===== src/rtl/sub_pkg.sv =====
// Shared definitions for the bit-serial subtractor: FSM encodings and default width.
package sub_pkg;

  localparam int unsigned SUB_WIDTH = 8;

  typedef enum logic [1:0] {
    ST_IDLE = 2'd0,
    ST_RUN  = 2'd1,
    ST_DONE = 2'd2
  } state_t;

endpackage


===== src/rtl/full_subtractor.sv =====
// Full subtractor built from two half subtractors: A - B - Bin.
module full_subtractor (
  input  logic A,
  input  logic B,
  input  logic Bin,
  output logic Diff,
  output logic Bout
);

  logic d1;
  logic b1;
  logic b2;

  subtractor u_hs1 (
    .A      (A),
    .B      (B),
    .Diff   (d1),
    .Borrow (b1)
  );

  subtractor u_hs2 (
    .A      (d1),
    .B      (Bin),
    .Diff   (Diff),
    .Borrow (b2)
  );

  assign Bout = b1 | b2;

endmodule


===== src/rtl/subtractor.sv =====
// Half subtractor: Diff = A - B for single bits, Borrow set when A=0 and B=1.
module subtractor (
  input  logic A,
  input  logic B,
  output logic Diff,
  output logic Borrow
);

  assign Diff   = A ^ B;
  assign Borrow = ~A & B;

endmodule


===== src/rtl/serial_subtractor.sv =====
// Bit-serial unsigned subtractor: one bit per clock, LSB first, result after WIDTH edges.
module serial_subtractor
  import sub_pkg::*;
#(
  parameter int unsigned WIDTH = SUB_WIDTH
) (
  input  logic             clk,
  input  logic             rst_n,
  input  logic             start,
  input  logic [WIDTH-1:0] A,
  input  logic [WIDTH-1:0] B,
  output logic             busy,
  output logic             done,
  output logic [WIDTH-1:0] Diff,
  output logic             Borrow
);

  localparam int unsigned CW = (WIDTH > 1) ? $clog2(WIDTH) : 1;

  state_t           state;
  state_t           state_nxt;
  logic [WIDTH-1:0] sa;
  logic [WIDTH-1:0] sb;
  logic [WIDTH-1:0] res;
  logic             br;
  logic [CW-1:0]    cnt;
  logic             load;
  logic             step;
  logic             last;
  logic             d_bit;
  logic             bo_bit;

  // Single full-subtractor cell operating on the current LSBs and registered borrow.
  full_subtractor u_fs (
    .A    (sa[0]),
    .B    (sb[0]),
    .Bin  (br),
    .Diff (d_bit),
    .Bout (bo_bit)
  );

  // State register.
  always_ff @(posedge clk or negedge rst_n) begin
    if (!rst_n) begin
      state <= ST_IDLE;
    end else begin
      state <= state_nxt;
    end
  end

  // Next-state and datapath control decode.
  always_comb begin
    state_nxt = state;
    load      = 1'b0;
    step      = 1'b0;
    last      = 1'b0;
    case (state)
      ST_IDLE: begin
        if (start) begin
          load      = 1'b1;
          state_nxt = ST_RUN;
        end
      end
      ST_RUN: begin
        step = 1'b1;
        if (cnt == CW'(WIDTH - 1)) begin
          last      = 1'b1;
          state_nxt = ST_DONE;
        end
      end
      ST_DONE: begin
        if (start) begin
          load      = 1'b1;
          state_nxt = ST_RUN;
        end else begin
          state_nxt = ST_IDLE;
        end
      end
      default: state_nxt = ST_IDLE;
    endcase
  end

  // Operand shift registers, partial result, borrow flop and bit counter.
  always_ff @(posedge clk or negedge rst_n) begin
    if (!rst_n) begin
      sa  <= '0;
      sb  <= '0;
      res <= '0;
      br  <= 1'b0;
      cnt <= '0;
    end else if (load) begin
      sa  <= A;
      sb  <= B;
      br  <= 1'b0;
      cnt <= '0;
    end else if (step) begin
      sa  <= sa >> 1;
      sb  <= sb >> 1;
      res <= {d_bit, res[WIDTH-1:1]};
      br  <= bo_bit;
      // Hold on the final bit so the counter never wraps for power-of-two widths.
      if (!last) begin
        cnt <= cnt + CW'(1);
      end
    end
  end

  // Registered status and result outputs; result only changes on the finishing edge.
  always_ff @(posedge clk or negedge rst_n) begin
    if (!rst_n) begin
      busy   <= 1'b0;
      done   <= 1'b0;
      Diff   <= '0;
      Borrow <= 1'b0;
    end else begin
      busy <= (state_nxt == ST_RUN);
      done <= last;
      if (last) begin
        Diff   <= {d_bit, res[WIDTH-1:1]};
        Borrow <= bo_bit;
      end
    end
  end

endmodule


===== config.mk =====
export PLATFORM = sky130hd
export DESIGN_NAME = serial_subtractor
export DESIGN_NICKNAME = d
export VERILOG_FILES = /design/src/rtl/sub_pkg.sv /design/src/rtl/full_subtractor.sv /design/src/rtl/subtractor.sv /design/src/rtl/serial_subtractor.sv
export SDC_FILE = /design/constraint.sdc
export NUM_CORES = 1
export LEC_CHECK = 0
export CORE_AREA = 2 2 62 64
export CTS_CLUSTER_DIAMETER = 150
export DETAILED_ROUTE_END_ITERATION = 8
export DIE_AREA = 0 0 64 66
export GPL_TIMING_DRIVEN = 0
export HOLD_SLACK_MARGIN = 0.12
export PLACE_DENSITY_LB_ADDON = 0.15
export SYNTH_ARGS = -nofsm -noshare
export SYNTH_HDL_FRONTEND = slang
export SYNTH_HIERARCHICAL = 1
export SYNTH_SLANG_ARGS = --single-unit
export TNS_END_PERCENT = 1

===== constraint.sdc =====
create_clock -name clk -period 4.1 [get_ports clk]
set_input_delay 0.41 -clock clk [delete_from_list [all_inputs] [get_ports clk]]
set_output_delay 0.41 -clock clk [all_outputs]
set_load 0.02 [all_outputs]

==> results.sh <==
export IMPL_grt_max_degree=41
export IMPL_finClkSkew_ps=8.241
export IMPL_path_cells="ha_1 > inv_1 > inv_1 > ha_1 > or2_1 > mux2_2 > a22o_1"
export IMPL_clock_latency_ps=340
export IMPL_synth_most_common_cell="dfrtp_1"
export IMPL_max_clock_path_buffers=2
export IMPL_cpMaxStageDelayCell="dfrtp_1"
export IMPL_dp_hpwl_um=2415
export IMPL_num_rows=22
export IMPL_io_pins=30
export IMPL_areaGrowthSynthToFinish_pct=21.14
export IMPL_utilization=0.6561
export IMPL_worstSetupPathType="register to register"
export IMPL_start_util=0.5416
export IMPL_drv_cap=0
export IMPL_grt_pass1_vias=1305
export IMPL_grt_pass1_wl_um=5871
export IMPL_holdWs_ps=170.5
export IMPL_fillCellCount=283
export IMPL_cts_setup_buffers=0
export IMPL_cp_end_kind="register"
export IMPL_synth_async_sr_flop_share=1.000
export IMPL_ys_warnings_count=6
export IMPL_ys_flop_type="dfrtp_1"
export IMPL_drtIter0Drc=79
export IMPL_fp_dieH_um=66
export IMPL_numPortBuffers=29
export IMPL_slowest_delay_ps=430
export IMPL_avgSynthCellArea_sq_um=12.33
export IMPL_synth_edff_count=0
export IMPL_ys_seq_area_frac=0.5205
export IMPL_wl_per_cell_um=14.00
export IMPL_timing_rr_start="sb[0]$_DFFE_PN0P_"
export IMPL_die_area_sq_um=4224
export IMPL_regArea_sq_um=1001
export IMPL_dpl_cell_count=233
export IMPL_startpoint_type="register"
export IMPL_gp_congestion=0.7924
export IMPL_grt_use_total=0.1840
export IMPL_coreArea_sq_um=3551
export IMPL_finalHoldViolations=0
export IMPL_crit_path_start="sb[0]$_DFFE_PN0P_"
export IMPL_path_max_fanout=3
export IMPL_synth_fp_nets=179
export IMPL_cts_tree="built"
export IMPL_multi_input_area_sq_um=825.8
export IMPL_dr_pass1_iters=4
export IMPL_yosys_cell_types_count=21
export IMPL_yosys_area_top_type_share=0.5205
export IMPL_ir_worst_vdd_v=0.0003887
export IMPL_chipWidth_um=64
export IMPL_detail_route_antenna_nets=0
export IMPL_cts_hold_fix_buffers=0
export IMPL_cts_num_sinks=40
export IMPL_rsz0062_at_grt="no"
export IMPL_path_clk_slew_ps=120
export IMPL_antenna_found_initial=0
export IMPL_hold_class="input pin to async pin"
export IMPL_leakage_nw=1.024
export IMPL_fin_crit_sh=0.4411
export IMPL_fin_cells=241
export IMPL_p_total_w=0.001658
export IMPL_postSynthRegisterBits=40
export IMPL_post_cts_resized=0
export IMPL_fin_tns_setup_ps=0
export IMPL_netlist_area_sq_um=1923
export IMPL_status="complete, no violations"
export IMPL_drive_gt1_frac=0.1865
export IMPL_vias=1297
export IMPL_numCtsBuffers=5
export IMPL_synthTopCellsByArea="dfrtp_1, mux2i_1, mux2_2, mux2_4, a211oi_1"
export IMPL_synth_top_cells_by_count="dfrtp_1, mux2i_1, a211oi_1, a21oi_1, nor2b_1"
export IMPL_cts_htree_levels=2
export IMPL_drc=0
export IMPL_via_per_inst=5.382
export IMPL_crit_family="adder cells"
export IMPL_setup_viol=0
export IMPL_fin_crit_ps=1809
export IMPL_nets=215
export IMPL_final_max_slew_viol_count=0
export IMPL_synth_area_leader_cell="dfrtp_1"
export IMPL_cp_num_buf_inv=2
export IMPL_cts_root_buf="clkbuf_4"
export IMPL_postSynthCellCount=156
export IMPL_tightest_slew_ps=878.2
export IMPL_cp_arrival_ps=2050
export IMPL_fmax_ghz=0.5529
export IMPL_cp_data_required_time_ps=4350
export IMPL_p_per_area_nw_per_um2=711.7
export IMPL_slew_headroom=0.4145
export IMPL_grt_ovfl_total=0
export IMPL_antennaDiodeCount=0
export IMPL_routed_wl_um=3373
[cells in the final DEF, fill, tap and decap left out, drive strengths merged]
cell / Yosys / layout
or2: 2 / 2
clkdlybuf4s50: 0 / 28
inv: 8 / 8
nand2b: 1 / 1
dfrtp: 40 / 40
o21ai: 3 / 3
mux2i: 17 / 17
a22o: 2 / 2
clkbuf: 5 / 11
buf: 6 / 7
nor2b: 14 / 14
nor2: 2 / 2
nand2: 1 / 1
clkinv: 0 / 2
a21oi: 14 / 14
a211oi: 14 / 14
nand3: 3 / 3
mux2: 20 / 20
ha: 4 / 4
[registers in the layout, summed over array words and instances (netlist names)]
register  count
state         2
Diff          8
done          1
sa            8
sb            8
br            1
cnt           3
Borrow        1
busy          1
res           7
[per-layer routing]
layer	vias to the layer above	GRT usage	wire [um]
met3	4	0.04770	150
met4	0	0.06522	48
met1	641	0.2212	1529
met5	-	0	0
met2	28	0.3190	1645
li1	624	-	-
[path summary, 6_finish.rpt]
path | endpoint | slack, ps | cells after the start
worst max register to register | br$_DFFE_PN0P_ | 2290 | 7
worst min-delay path | Diff[0]$_DFFE_PN0N_ | 170 | 1
worst min register to register | cnt[0]$_DFFE_PN0P_ | 500 | 1
worst max-delay path | br$_DFFE_PN0P_ | 2290 | 7
min in group clk | cnt[0]$_DFFE_PN0P_ | 500 | 1
max in group asynchronous | done$_DFF_PN0_ | 3380 | 1
[report_power, final]
part,internal (W),switching [W]
Sequential,0.000580,0.000122
Combinational,0.000429,0.000320
Clock,0.0000817,0.000126
Total,0.00109,0.000567
[through the flow]
stage                     instance area (sq um)  setup WS (ps)
after global placement                     2273           1697
after detailed placement                   2268           2012
after CTS                                  2330           2280
final                                      2330           2291
after floorplan                            1923           2401
after global routing                       2330           2214
[area by class of cell]
cell class / instances / area share
sequential: 40 / 0.4296
multi-input combinational: 97 / 0.3545
timing repair buffer: 29 / 0.1224
buffer: 11 / 0.02846
tap: 48 / 0.02578
clock buffer: 6 / 0.02202
inverter: 8 / 0.01289
clock inverter: 2 / 0.004296
[cell families after synthesis]
| group | count (synthesis) | share of synthesized area |
|---|---|---|
| AO/OA/AOI/OAI | 33 | 0.1080 |
| adder cells (fa/ha/maj) | 4 | 0.02603 |
| buffers and inverters | 19 | 0.05010 |
| flip-flops | 40 | 0.5205 |
| multiplexers | 37 | 0.2212 |
| AND/OR/NAND/NOR | 23 | 0.07417 |
Note: power is estimated with default switching activity, not from simulation.
